`src/rtl/fetch_pc_unit.sv`:
```
`default_nettype none
// ============================================================================
// Module      : fetch_pc_unit
// Description : Program counter and fetch/decode register with a one-entry
//               stall buffer and a drain state for redirects under memory wait.
// Revision    : 1.0 - initial release
// ============================================================================
module fetch_pc_unit #(
    parameter logic [31:0] RESET_PC = 32'h0000_0200
) (
    input  logic        CLK,
    input  logic        RST,
    input  logic        update_pc,
    input  logic [31:0] update_addr,
    input  logic        flush,
    input  logic        stall,
    output logic        imem_ren,
    output logic [31:0] imem_addr,
    input  logic [31:0] imem_rdata,
    input  logic        imem_busy,
    output logic        fd_valid,
    output logic [31:0] fd_instr,
    output logic [31:0] fd_pc,
    output logic [31:0] fd_pc4
);

    localparam logic [1:0] c_RUN   = 2'd0;
    localparam logic [1:0] c_HOLD  = 2'd1;
    localparam logic [1:0] c_DRAIN = 2'd2;

    logic [1:0]  r_state;
    logic [31:0] r_pc;
    logic [31:0] r_buf_instr;
    logic [31:0] r_drain_addr;
    logic        r_fd_valid;
    logic [31:0] r_fd_instr;
    logic [31:0] r_fd_pc;

    logic [31:0] w_target;
    logic [31:0] w_pc_next;
    logic        w_run_take;
    logic        w_hold_take;
    logic        w_load;
    logic [31:0] w_load_instr;
    logic        w_unused_addr_bits;

    assign w_target           = {update_addr[31:2], 2'b00};
    assign w_pc_next          = r_pc + 32'd4;
    assign w_unused_addr_bits = ^update_addr[1:0];

    // An instruction enters fd only from a completed RUN read or from the
    // HOLD buffer, and never in a redirect cycle.
    assign w_run_take   = (r_state == c_RUN)  && !update_pc && !imem_busy && !stall;
    assign w_hold_take  = (r_state == c_HOLD) && !update_pc && !flush && !stall;
    assign w_load       = w_run_take || w_hold_take;
    assign w_load_instr = (r_state == c_HOLD) ? r_buf_instr : imem_rdata;

    always_ff @(posedge CLK) begin
        if (RST) begin
            r_state      <= c_RUN;
            r_pc         <= RESET_PC;
            r_buf_instr  <= 32'd0;
            r_drain_addr <= 32'd0;
            r_fd_valid   <= 1'b0;
            r_fd_instr   <= 32'd0;
            r_fd_pc      <= 32'd0;
        end else begin
            // Payload is only written on a real load; flush and bubbles clear valid alone.
            if (flush) begin
                r_fd_valid <= 1'b0;
            end else if (!stall) begin
                if (w_load) begin
                    r_fd_valid <= 1'b1;
                    r_fd_instr <= w_load_instr;
                    r_fd_pc    <= r_pc;
                end else begin
                    r_fd_valid <= 1'b0;
                end
            end

            case (r_state)
                c_RUN: begin
                    if (update_pc) begin
                        r_pc <= w_target;
                        if (imem_busy) begin
                            // The outstanding read must complete at its original address.
                            r_drain_addr <= r_pc;
                            r_state      <= c_DRAIN;
                        end
                    end else if (!imem_busy) begin
                        if (stall) begin
                            r_buf_instr <= imem_rdata;
                            r_state     <= c_HOLD;
                        end else begin
                            r_pc <= w_pc_next;
                        end
                    end
                end
                c_HOLD: begin
                    if (update_pc) begin
                        r_pc    <= w_target;
                        r_state <= c_RUN;
                    end else if (flush) begin
                        r_state <= c_RUN;
                    end else if (!stall) begin
                        r_pc    <= w_pc_next;
                        r_state <= c_RUN;
                    end
                end
                c_DRAIN: begin
                    if (update_pc) begin
                        r_pc <= w_target;
                    end else if (!imem_busy) begin
                        r_state <= c_RUN;
                    end
                end
                default: begin
                    r_state <= c_RUN;
                end
            endcase
        end
    end

    assign imem_ren  = !RST && (r_state != c_HOLD);
    assign imem_addr = (r_state == c_DRAIN) ? r_drain_addr : r_pc;
    assign fd_valid  = r_fd_valid;
    assign fd_instr  = r_fd_instr;
    assign fd_pc     = r_fd_pc;
    assign fd_pc4    = r_fd_pc + 32'd4;

endmodule
`default_nettype wire

```
`config.mk`:
```
export PLATFORM = sky130hd
export DESIGN_NAME = fetch_pc_unit
export DESIGN_NICKNAME = d
export VERILOG_FILES = /design/src/rtl/fetch_pc_unit.sv
export SDC_FILE = /design/constraint.sdc
export NUM_CORES = 1
export LEC_CHECK = 0
export ABC_AREA = 1
export BUFFER_PORTS_ARGS = -buffer_cell sky130_fd_sc_hd__buf_2
export CORE_MARGIN = 5
export CORE_UTILIZATION = 49
export DETAILED_ROUTE_END_ITERATION = 10
export GPL_TIMING_DRIVEN = 0
export HOLD_SLACK_MARGIN = 0.03
export PLACE_DENSITY = 0.8
export REMOVE_ABC_BUFFERS = 1
export SLEW_MARGIN = 5
export SYNTH_ARGS = -nofsm -noshare
export SYNTH_HDL_FRONTEND = slang
export SYNTH_SLANG_ARGS = --single-unit
```
`constraint.sdc`:
```
create_clock -name CLK -period 1.6 [get_ports CLK]
set_clock_uncertainty 0.15 [all_clocks]
set_input_delay 0.16 -clock CLK [delete_from_list [all_inputs] [get_ports CLK]]
set_output_delay 0.16 -clock CLK [all_outputs]
set_load 0.005 [all_outputs]
```
==> results of run 1 <==
## cell families after synthesis
kind of cell	count (synthesis)	share of synthesized area (%)
fa+ha+maj	2	0.314
simple gates	566	28.6
other cells	1	0.0471
compound gates	308	19.6
xor+xnor	28	3.08
buf+inv	168	8.93
flops	157	39.5
## per-layer routing
metal	track usage [%]	GRT overflow
met5	14.2	0
met4	72.0	51
met3	56.1	0
met2	87.7	36
met1	70.5	0
## metrics by stage
stage / setup WS [ps] / instance area, um^2 / utilization, % / instances / TNS [ps]
after CTS: -663 / 11800 / 74.5 / 1744 / -56990
after detailed placement: -1360 / 9000 / 56.7 / 1575 / -120350
after floorplan: -2330 / 7620 / - / 1161 / -271840
after global placement: -4040 / 8850 / 55.7 / 1568 / -521840
## timing repair
action | in CTS
setup buffers | 43
hold buffers | 64
gates cloned | 30
resized for setup | 287
endpoints found under the hold margin | 94
pin swaps | 43
setup endpoints to repair | 211
==> results.md, run 1 <==
- Status: stopped before the end
- Halt Stage: 5_1_grt
- First error: [ERROR GRT-0232] Routing congestion too high. Check the congestion heatmap in the GUI.
- I/O pin count: 200
- Top cell type by total area after synthesis: dfxtp_1
- Cell area after synthesis: 7960 um^2
- Async SR Flop Fraction: 0%
- Root Buffer Master: clkbuf_16
- Post-synth EDFFs: 0
- Initial core utilization: between 50 and 60%
- Die width: between 100 and 150 um
- Post-synthesis sequential area ratio: between 30% and 40%
- Synth top area cells: dfxtp_1 39%, nand2_1 12%, nor2_1 11%
- GP Congestion: 0.902
- Syn Inst Count: 1230
- H-tree levels: 4
- CTS Buf Count: 17
- Placed wire-length estimate: roughly 17 mm
- Synthesized flop and latch total: roughly 160
- Die Span Y: between 100 and 150 um
- # rows: 46
- Yosys cell types: 36
- CTS Sinks: 157
- Worst EP Category: output port
- Mean area per synthesized cell: between 6 and 7 um^2
- Last worst endpoint in the global-route repair_timing: fd_pc4[24]
- Max Root-Sink Buffers: 2
- Pin count of the biggest net entering global routing: 112
- Area share of the largest cell type after synthesis: 39.5%
- Most common cell in the netlist: nand2_1
- All-Layer GR Usage: 71.0%
- Total grt overflow: 87
- Synth cell count leaders: 260 x nand2_1, 223 x nor2_1, 157 x dfxtp_1
- Synthesis Warnings: 0
- Port bufs: 191
- Primary FF master, synth: dfxtp_1
==> inputs of run 2 (changes only) <==
--- a/config.mk
+++ b/config.mk
@@ -8,11 +8,10 @@
 export ABC_AREA = 1
 export BUFFER_PORTS_ARGS = -buffer_cell sky130_fd_sc_hd__buf_2
 export CORE_MARGIN = 5
-export CORE_UTILIZATION = 49
+export CORE_UTILIZATION = 40
 export DETAILED_ROUTE_END_ITERATION = 10
 export GPL_TIMING_DRIVEN = 0
-export HOLD_SLACK_MARGIN = 0.03
-export PLACE_DENSITY = 0.8
+export PLACE_DENSITY_LB_ADDON = 0.15
 export REMOVE_ABC_BUFFERS = 1
 export SLEW_MARGIN = 5
 export SYNTH_ARGS = -nofsm -noshare
==> constraint.sdc (replaced) <==
create_clock -name CLK -period 2.08 [get_ports CLK]
set_clock_uncertainty 0.15 [all_clocks]
set_input_delay 0.208 -clock CLK [delete_from_list [all_inputs] [get_ports CLK]]
set_output_delay 0.208 -clock CLK [all_outputs]
set_load 0.005 [all_outputs]
==> run 2 against run 1 <==
Compared with the run above: the flow now finishes, with violations (negative setup slack); synthesized cell count unchanged; area after synthesis unchanged.
==> results.md, run 2 <==
- Synthesized flop and latch total: 157 (unchanged)
- Pleak: 4.86 nW
- Primary FF master, synth: dfxtp_1
- First-pass GRT wire length: ~40 mm
- Vias per cell: 5.03
- H-tree levels: 4 (unchanged)
- Cell area after synthesis: 7960 um^2 (unchanged)
- Slew margin rel.: 56.7%
- Skew-Pair Late Insertion Delay: 420 ps
- Final Total Pwr: between 7 and 8 mW
- Die width: 151 um (+9.9%)
- Hold crit path type: primary input to register
- Max cap viols: 0
- Tcrit/Tclk final: 106%
- Top cell type by total area after synthesis: dfxtp_1
- Async SR Flop Fraction: 0% (unchanged)
- Mean area per synthesized cell: 6.47 um^2 (unchanged)
- Max-slew violations: 0
- All-Layer GR Usage: 21.5%
- Pre-antenna DRT Iters: 5
- Setup ws final: -133 ps
- Synth top area cells: dfxtp_1 39%, nand2_1 12%, nor2_1 11%
- # rows: 51 (+11%)
- Most common cell after layout, fill and taps aside: nand2_1
- Setup TNS: -701 ps
- Crit-path slowest cell: dfxtp_4
- WL per Instance: 15.1 um
- Most common cell in the netlist: nand2_1
- Layout cells sized above 1: about a quarter
- Placed wire-length estimate: 16.7 mm (-1.2%)
- Status: finished with violations
- Synthesis Warnings: 0 (unchanged)
- Worst hold slack: 22.5 ps
- Maximum clock frequency: approximately 450 MHz
- PwrDens: 690 nW/um^2
- Worst Path Buf+Inv: 3
- Max Root-Sink Buffers: 2 (unchanged)
- Post-synth EDFFs: 0 (unchanged)
- Initial core utilization: 40.8% (-9.3 points)
- Post-synthesis sequential area ratio: 39.5% (unchanged)
- Critical path capture point type: primary output
- Area share of the largest cell type after synthesis: 39.5% (unchanged)
- Total grt overflow: 0
- Core Util, Final: between 50% and 60%
- GP Congestion: 0.856 (-5.1%)
- Maximum fanout along the worst path: 4
- Port bufs: 191 (unchanged)
- CP delay by family, top: simple AND/OR/NAND/NOR gates
- CP Launch Type: register
- Synth-to-Final Area Change: 38.8%
- RSZ-0062 raised after global routing: yes
- Final wirelength: 26.4 mm
- Drt drc: 0
- Vias in the first global route: roughly 7800
- Setup violators final: 10
- CTS clk-pin slew, worst paths: roughly 60 ps
- Critical path data arrival time: 1860 ps
- Starting DRC count in detailed routing: between 600 and 700
- Via count: 8765
- Core area: 19500 um^2
- Die area: 22800 um^2
- TritonCTS clock tree: done
- Fin crit period: around 2200 ps
- CTS Buf Count: 17 (unchanged)
- Commonest non-fill, non-tap cells in the layout: 244 x nand2_1, 207 x nor2_1, 191 x buf_2
- CTS Sinks: 157 (unchanged)
- Initial antenna violation count: 3
- Cell Chain, Critical Path: ha_4 -> buf_4 -> inv_4 -> nor2_4 -> and3_4 -> nand3_4 -> xnor2_2 -> buf_2
- Syn Inst Count: 1230 (unchanged)
- Crit-path max cell delay: ~380 ps
- Setup WS pre-CTS: -583 ps (+781 ps)
- I/O pin count: 200 (unchanged)
- Final ANT Viol Nets: 0
- CP Class: register to primary output
- Failing checks: negative setup slack
- Root Buffer Master: clkbuf_16
- Synth cell count leaders: 260 x nand2_1, 223 x nor2_1, 157 x dfxtp_1
- Hold Vio Cnt, Final: 0
- Yosys cell types: 36 (unchanged)
- Pin count of the biggest net entering global routing: 79
- # nets final: ~1500
- Die Span Y: 151 um (+9.9%)
- Worst VDD drop: 0.000545 V
- Worst-Margin Slew: 649 ps
- Data required, critical path: 1720 ps
run 2: metal layers:
metal	routed length, um	GRT usage (%)	up-vias	share of wire (%)
li1	-	-	4456	-
met1	12300	29.8	4020	47
met2	12100	34.2	253	46
met3	1590	4.19	32	6.0
met4	354	5.62	4	1.3
met5	25	0	-	0.095
run 2: through the flow:
stage | area (um^2) | std cells
3_3_place_gp | 8910 | 1617
4_1_cts | 10600 | 1721
3_5_place_dp | 9090 | 1625
2_1_floorplan | 7620 | 1161
6_report | 11000 | 1744
5_1_grt | 11000 | 1744
run 2: area by class of cell:
class	count	area (um^2)
Inverter	94	399
Sequential cell	157	3220
Timing Repair inverter	1	16.3
Tap cell	265	332
Clock buffer	18	429
Clock inverter	14	158
Fill cell	1917	8480
Timing Repair Buffer	280	1950
Antenna cell	1	2.50
Multi-Input combinational cell	914	4540
run 2: timing repair:
| action | CTS | global route |
|---|---|---|
| buffers inserted | 20 | 13 |
| setup endpoints to repair | 124 | 133 |
| gates resized for setup | 91 | 61 |
| pin swaps | 21 | 33 |
| gates cloned | 2 | 10 |
| hold buffers | 42 | 0 |
| endpoints found under the hold margin | 60 | 0 |
run 2: path summary, 6_finish.rpt:
kind	to	depth (start not counted)	slack, ps	startpoint
worst max-delay path	fd_pc4[30]	8	-130	fd_pc[2]$_SDFFE_PP0P_
worst min-delay path	r_pc[5]$_SDFFE_PP0P_	5	20	update_addr[5]
worst max register to register	fd_pc[21]$_SDFFE_PP0P_	10	30	r_state[0]$_SDFFE_PP0P_
worst min register to register	r_buf_instr[26]$_SDFFE_PP0P_	2	300	r_buf_instr[26]$_SDFFE_PP0P_
run 2: worst reg2reg max path, stage by stage (launching register included):
cell	delay, ps
dfxtp_4	390
inv_2	80
nand2_2	100
nor2_4	160
nand2_1	100
a21oi_2	230
nand2_4	180
buf_4	200
buf_6	150
o21ai_1	140
nor2_1	50
run 2: cells by family after synthesis:
logic type | after synthesis | synth area share (%)
AO/OA/AOI/OAI | 308 | 19.6
buffers and inverters | 168 | 8.93
adder cells (fa/ha/maj) | 2 | 0.314
AND/OR/NAND/NOR | 566 | 28.6
XOR/XNOR | 28 | 3.08
flip-flops | 157 | 39.5
other | 1 | 0.0471
run 2: power by group:
group          internal, mW  switching [mW]  total (mW)
Sequential             3.17           0.176        3.35
Clock                  1.79            1.33        3.12
Combinational         0.493           0.663        1.16
Total                  5.46            2.17        7.63
Power figures use the tool's default switching activity.
==> inputs of run 3 (changes only) <==
--- a/config.mk
+++ b/config.mk
@@ -5,13 +5,13 @@
 export SDC_FILE = /design/constraint.sdc
 export NUM_CORES = 1
 export LEC_CHECK = 0
-export ABC_AREA = 1
 export BUFFER_PORTS_ARGS = -buffer_cell sky130_fd_sc_hd__buf_2
 export CORE_MARGIN = 5
 export CORE_UTILIZATION = 40
 export DETAILED_ROUTE_END_ITERATION = 10
 export GPL_TIMING_DRIVEN = 0
 export PLACE_DENSITY_LB_ADDON = 0.15
+export RECOVER_POWER = 50
 export REMOVE_ABC_BUFFERS = 1
 export SLEW_MARGIN = 5
 export SYNTH_ARGS = -nofsm -noshare
==> run 3 against run 2 <==
Compared with the run above: clock-buffer cell count rose by 2; first-iteration DRC count down 21%; via count down 5.2%; routed wire length decreased by 3.0%; area after synthesis down 3.0%; global-route usage grew 0.72 points; highest routed layer is now met4; critical path depth decreased by 2; the run still ends with negative setup slack left; non-clock buffer count increased by 29.
==> results.md, run 3 <==
- Initial core utilization: 41.0% (+0.22 points)
- Synth-to-Final Area Change: 38.7% (about the same)
- Core area: 18800 um^2 (-3.6%)
- Met2 GRT Util: 37.8% (+3.6 points)
- Synthesis Warnings: 0 (unchanged)
- Final Total Pwr: 7.26 mW (-4.8%)
- Drt drc: 0 (unchanged)
- CTS Buf Count: 17 (unchanged)
- CP endpoint: fd_pc4[24]
- Power Internal: 5.30 mW (-2.9%)
- Post-Layout Cell Count: 1592 (-8.7%)
- WL per Instance: 16.1 um (+6.2%)
- Die Span Y: 149 um (-1.4%)
- Layout cells sized above 1: 26.0% (+0.33 points)
- Fin crit period: 2540 ps (+329 ps)
- Post-synthesis sequential area ratio: 40.7% (+1.2 points)
- Max-slew violations: 0 (unchanged)
- Met1 Track Usage GR: 27.6% (-2.2 points)
- # nets final: 1391 (-9.5%)
- Worst Path Buf+Inv: 1 (-2)
- Most common cell in the netlist: nand2_1
- Primary FF master, synth: dfxtp_1
- Post-Layout Inst Area: 10700 um^2 (-3.1%)
- # rows: 50 (-2.0%)
- Maximum clock frequency: 393 MHz (-13%)
- Cell Chain, Critical Path: nand4_4 -> or4_4 -> or2_4 -> nor3_2 -> xor2_1 -> buf_2
- Final ANT Viol Nets: 0 (unchanged)
- CTS clk-pin slew, worst paths: 60 ps (about the same)
- Worst-Margin Slew: 849 ps (+200 ps)
- Root Buffer Master: clkbuf_16
- Reg2Reg Setup Slack: -100 ps (-130 ps)
- Die width: 149 um (-1.4%)
- Synth cell count leaders: 379 x nand2_1, 157 x dfxtp_1, 122 x a21oi_1
- GP Congestion: 0.806 (-5.8%)
- Crit-path max cell delay: 570 ps (+190 ps)
- CP Launch Type: register
- Initial antenna violation count: 0 (-3)
- Synthesized flop and latch total: 157 (unchanged)
- Crit-path slowest cell: or4_4
- Setup WS pre-CTS: -1000 ps (-419 ps)
- Slew margin rel.: 43.1% (-14 points)
- TritonCTS clock tree: done
- Starting DRC count in detailed routing: 508 (-21%)
- Switching part of the total: 27.0% (-1.4 points)
- First-pass GRT wire length: 40.2 mm (+1.6%)
- Filler cells: 1812 (-5.5%)
- Total grt overflow: 0 (unchanged)
- Syn Inst Count: 1084 (-12%)
- Critical path data arrival time: 2180 ps (+320 ps)
- Most common cell after layout, fill and taps aside: nand2_1
- R2r endpoint: r_pc[30]$_SDFFE_PP0P_
- Mean area per synthesized cell: 7.12 um^2 (+10%)
- Placed wire-length estimate: 15.5 mm (-7.0%)
- Die area: 22200 um^2 (-2.8%)
- Tcrit/Tclk final: 122% (+16 points)
- RR Startpoint: r_state[1]$_SDFFE_PP0P_
- Maximum fanout along the worst path: 5 (+1)
- Final wirelength: 25.6 mm (-3.0%)
- Pin count of the biggest net entering global routing: 94 (+19%)
- Seq pwr share: 44.8% (+0.9 points)
- M3 GR Usage: 6.23% (+2.0 points)
- Switching power total: 1.96 mW (-9.6%)
- Failing checks: negative setup slack
- Data required, critical path: 1720 ps (about the same)
- PwrDens: 678 nW/um^2 (-1.8%)
- Clk pwr share: 43.1% (+2.2 points)
- Top cell type by total area after synthesis: dfxtp_1
- I/O pin count: 200 (unchanged)
- Crit path from: fd_pc[6]$_SDFFE_PP0P_
- RSZ-0062 raised after global routing: yes
- Hold Vio Cnt, Final: 0 (unchanged)
- Setup violators final: 90 (+80)
- Worst path depth: 6 (-2)
- Comb pwr share: 12.2% (-3.0 points)
- H-tree levels: 4 (unchanged)
- Hold crit path type: primary input to register
- Core Util, Final: 56.9% (+0.28 points)
- Setup TNS: -13580 ps (-12880 ps)
- Port bufs: 191 (unchanged)
- Yosys cell types: 52 (+44%)
- Post-synth EDFFs: 0 (unchanged)
- Vias in the first global route: 7794 (-0.49%)
- Critical path capture point type: primary output
- N_diodes: 0 (-1)
- Skew-Pair Late Insertion Delay: 430 ps (about the same)
- Synth top area cells: dfxtp_1 41%, nand2_1 18%, a21oi_1 7.9%
- Max cap viols: 0 (unchanged)
- Via count: 8308 (-5.2%)
- All-Layer GR Usage: 22.2% (+0.72 points)
- Worst hold slack: 18.3 ps (-4.24 ps)
- Pleak: 4.30 nW (-12%)
- Async SR Flop Fraction: 0% (unchanged)
- Setup ws final: -462 ps (-329 ps)
- Pre-antenna DRT Iters: 5 (unchanged)
- Placed insts: 1452 (-11%)
- CP Class: register to primary output
- Commonest non-fill, non-tap cells in the layout: 378 x nand2_1, 152 x buf_2, 121 x a21oi_1, 121 x dfxtp_1
- CP delay by family, top: simple AND/OR/NAND/NOR gates
- Placed Area: 8810 um^2 (-3.1%)
- Vias per cell: 5.22 (+3.8%)
- Area share of the largest cell type after synthesis: 40.7% (+1.2 points)
- Cell area after synthesis: 7720 um^2 (-3.0%)
- CTS Sinks: 157 (unchanged)
- Reg2Reg Depth: 7 (-3)
- GR peak layer: met2
- Status: finished with violations
- Max Root-Sink Buffers: 2 (unchanged)
- Worst VDD drop: 0.000569 V (+4.5%)
[run 3: cell count changes in the layout (fill, tap and decap cells not counted), moves of 12 or more]
cell,before,now
xnor2_1,4,17
a21oi_1,98,121
clkbuf_1,1,40
a311oi_1,0,33
nand2_1,244,378
buf_4,29,45
o21ai_0,144,31
buf_2,191,152
nor2_1,207,53
xor2_1,22,10
inv_1,84,4
o21ai_1,57,0
[run 3: worst min path at each step]
stage                                       startpoint                            to  cells after the start
after floorplan                                    RST        fd_pc[10]$_SDFFE_PP0P_                      1
after global placement    r_buf_instr[17]$_SDFFE_PP0P_  r_buf_instr[17]$_SDFFE_PP0P_                      2
after detailed placement   r_buf_instr[1]$_SDFFE_PP0P_   r_buf_instr[1]$_SDFFE_PP0P_                      2
after CTS                               update_addr[7]          r_pc[7]$_SDFFE_PP0P_                      4
after global routing                   update_addr[16]         r_pc[16]$_SDFFE_PP0P_                      3
final                                  update_addr[16]         r_pc[16]$_SDFFE_PP0P_                      3
[run 3: area by class of cell]
type,instances,area (um^2),share of cell area (%)
multi-input combinational,830,4510,42.1
sequential,157,3230,30.1
timing repair buffer,309,2040,19.1
clock buffer,20,447,4.17
tap,260,325,3.04
clock inverter,12,138,1.29
inverter,4,15.0,0.140
[run 3: worst min-delay path, stage by stage]
cell,delay [ps]
buf_2,110
o21ai_0,160
a211oi_1,70
[run 3: kinds of logic after synthesis]
kind of cell | after synthesis | share of synthesized area, %
buf+inv | 105 | 5.98
fa+ha+maj | 2 | 0.324
mux | 5 | 0.697
simple gates | 556 | 31.1
xor+xnor | 28 | 3.18
flops | 157 | 40.7
compound gates | 230 | 18.0
other cells | 1 | 0.0486
[run 3: what timing repair did]
item,in CTS,in global routing
hold buffers,53,0
endpoints found under the setup margin,205,78
pin swaps,9,18
gates cloned,3,0
buffers inserted,29,24
resized for setup,82,50
endpoints found under the hold margin,85,0
[run 3: metal layers]
metal / share of wire [%] / vias up
met1: 43 / 3870
li1: - / 4158
met2: 48 / 248
met5: 0 / -
met4: 1.3 / 0
met3: 7.5 / 32
[run 3: power groups by stage]
stage          sequential, mW  clock (mW)  combinational [mW]
6_report                 3.25        3.13               0.885
5_1_grt                  3.27        3.32               0.986
4_1_cts                  3.24        3.19               0.868
3_5_place_dp             3.31           0               0.739
3_3_place_gp             3.31           0               0.700
2_1_floorplan            3.27           0               0.372
==> inputs of run 4 (changes only) <==
--- a/config.mk
+++ b/config.mk
@@ -6,8 +6,9 @@
 export NUM_CORES = 1
 export LEC_CHECK = 0
 export BUFFER_PORTS_ARGS = -buffer_cell sky130_fd_sc_hd__buf_2
+export CAP_MARGIN = 20
 export CORE_MARGIN = 5
-export CORE_UTILIZATION = 40
+export CORE_UTILIZATION = 50
 export DETAILED_ROUTE_END_ITERATION = 10
 export GPL_TIMING_DRIVEN = 0
 export PLACE_DENSITY_LB_ADDON = 0.15
==> constraint.sdc (replaced) <==
create_clock -name CLK -period 2.08 [get_ports CLK]
set_clock_uncertainty 0.15 [all_clocks]
set_input_delay 0.208 -clock CLK [delete_from_list [all_inputs] [get_ports CLK]]
set_output_delay 0.208 -clock CLK [all_outputs]
set_load 0.05 [all_outputs]
==> run 4 against run 3 <==
Compared with the run above: the run ends with negative hold slack, negative setup slack left; clock-buffer cell count rose by 2; die area fell by 19%; maximum frequency down 5.1%; routed wire length fell by 0.78%; cell count is 4.4% lower; first-iteration DRC count increased by 3.3%; via count up 1.7%; worst setup slack worse by 140 ps; design area grew 1.4%; largest cell class unchanged.
==> results.md, run 4 (synthesis results as in run 3) <==
- First-pass GRT wire length: 38.8 mm (-3.2%)
- Worst hold slack: -6.50 ps (-24.8 ps)
- CTS Sinks: 157 (unchanged)
- Root Buffer Master: clkbuf_16
- Worst VDD drop: 0.000535 V (-6.0%)
- Die width: 134 um (-9.9%)
- Reg2Reg Setup Slack: -190 ps (-90 ps)
- Setup violators final: 108 (+20%)
- Data required, critical path: 1720 ps (about the same)
- # nets final: 1391 (unchanged)
- H-tree levels: 4 (unchanged)
- Starting DRC count in detailed routing: 525 (+3.3%)
- CP endpoint: fd_pc4[24]
- Critical path data arrival time: 2320 ps (+140 ps)
- Pre-antenna DRT Iters: 6 (+1)
- Filler cells: 1270 (-30%)
- Pin count of the biggest net entering global routing: 89 (-5.3%)
- PwrDens: 732 nW/um^2 (+7.9%)
- Max Root-Sink Buffers: 2 (unchanged)
- Initial antenna violation count: 2 (+2)
- Placed wire-length estimate: 14.8 mm (-4.7%)
- Met2 GRT Util: 45.1% (+7.2 points)
- Maximum fanout along the worst path: 5 (unchanged)
- Die Span Y: 134 um (-9.9%)
- Status: finished with violations
- Final wirelength: 25.4 mm (-0.78%)
- Critical path capture point type: primary output
- Initial core utilization: 51.0% (+10 points)
- Tcrit/Tclk final: 129% (+6.6 points)
- Met1 Track Usage GR: 32.8% (+5.1 points)
- WL per Instance: 16.7 um (+3.8%)
- Hold crit path type: primary input to register
- Pleak: 4.28 nW (-0.44%)
- CP Launch Type: register
- Skew-Pair Late Insertion Delay: 440 ps (about the same)
- Crit path from: fd_pc[11]$_SDFFE_PP0P_
- Core area: 15100 um^2 (-20%)
- Reg2Reg Depth: 8 (+1)
- Setup ws final: -598 ps (-137 ps)
- Slew margin rel.: 41.0% (-2.1 points)
- RR Startpoint: r_state[0]$_SDFFE_PP0P_
- Hold Vio Cnt, Final: 1 (+1)
- CTS clk-pin slew, worst paths: 60 ps (about the same)
- CP Class: register to primary output
- CTS Buf Count: 17 (unchanged)
- GP Congestion: 0.851 (+5.5%)
- Total grt overflow: 0 (unchanged)
- Most common cell after layout, fill and taps aside: nand2_1
- Worst-Margin Slew: 880 ps (+30.8 ps)
- M3 GR Usage: 6.98% (+0.75 points)
- All-Layer GR Usage: 26.4% (+4.2 points)
- Commonest non-fill, non-tap cells in the layout: 373 x nand2_1, 127 x dfxtp_1, 121 x a21oi_1
- # rows: 45 (-10%)
- TritonCTS clock tree: done
- Hold path startpoint: update_addr[23]
- Final ANT Viol Nets: 0 (unchanged)
- Max-slew violations: 0 (unchanged)
- Fin crit period: 2680 ps (+137 ps)
- Max cap viols: 0 (unchanged)
- Vias per cell: 5.55 (+6.4%)
- I/O pin count: 200 (unchanged)
- Failing checks: negative hold slack, negative setup slack
- Setup WS pre-CTS: -805 ps (+197 ps)
- RSZ-0062 raised after global routing: yes
- Synth-to-Final Area Change: 40.7%
- R2r endpoint: fd_instr[8]$_SDFFE_PP0P_
- GR peak layer: met2
- Drt drc: 0 (unchanged)
- Maximum clock frequency: 373 MHz (-5.1%)
- Die area: 18000 um^2 (-19%)
- Layout cells sized above 1: 23.7% (-2.3 points)
- Core Util, Final: 71.7% (+15 points)
- Port bufs: 191 (unchanged)
- Vias in the first global route: 7742 (-0.67%)
- Via count: 8449 (+1.7%)
[run 4: cell count changes in the layout (fill, tap and decap cells not counted), moves of 6 or more]
cell	change
buf_2	-72
dfxtp_2	-6
buf_4	+16
buf_6	+16
dfxtp_1	+6
clkbuf_1	+29
[run 4: through the flow]
stage                     instances  setup TNS, ps  total power, mW  cell area, um^2
after floorplan                 988        -324740             3.93             7290
after global placement         1367        -666570             4.29             8480
after detailed placement       1384         -57110             4.34             8770
after CTS                      1493          -7690             7.88            10500
after global routing           1522         -29840             8.22            10900
final                          1522         -14270             7.95            10900
[run 4: power breakdown]
group	total (mW)	internal, mW	leakage (nW)	switching, mW
Combinational	1.25	0.444	2.67	0.807
Sequential	3.24	3.10	1.29	0.141
Clock	3.46	2.19	0.315	1.26
Total	7.95	5.74	4.28	2.21
[run 4: metal layers]
layer | up-vias | part of all wire, %
met5 | - | 0
met4 | 0 | 1.6
met3 | 29 | 8.3
met2 | 343 | 49
met1 | 3922 | 41
li1 | 4155 | -
[run 4: cell type report]
type,instances,area (um^2),area share [%]
timing repair buffer,309,2240,20.7
tap,188,235,2.17
antenna,2,5.00,0.0461
multi-input combinational,830,4490,41.4
inverter,4,15.0,0.138
clock inverter,10,185,1.71
clock buffer,22,464,4.27
sequential,157,3220,29.6
[run 4: worst min-delay path by stage]
stage / end / cells after the start
after floorplan: fd_pc[10]$_SDFFE_PP0P_ / 1
after global placement: fd_valid$_SDFFE_PP0N_ / 2
after detailed placement: r_buf_instr[9]$_SDFFE_PP0P_ / 2
after CTS: r_pc[17]$_SDFFE_PP0P_ / 3
after global routing: r_pc[13]$_SDFFE_PP0P_ / 3
final: r_pc[23]$_SDFFE_PP0P_ / 3
[run 4: critical path: stages (launching register included)]
cell and delay [ps]:
dfxtp_4 380, nand4_4 130, or4_4 540, or2_4 310, nor3_2 120, xor2_1 170
buf_4 220
[run 4: what timing repair did]
item | CTS | global route
resized for setup | 128 | 56
hold buffers | 50 | 0
setup endpoints to repair | 147 | 116
pin swaps | 9 | 12
gates cloned | 3 | 2
endpoints found under the hold margin | 82 | 0
setup buffers | 25 | 25
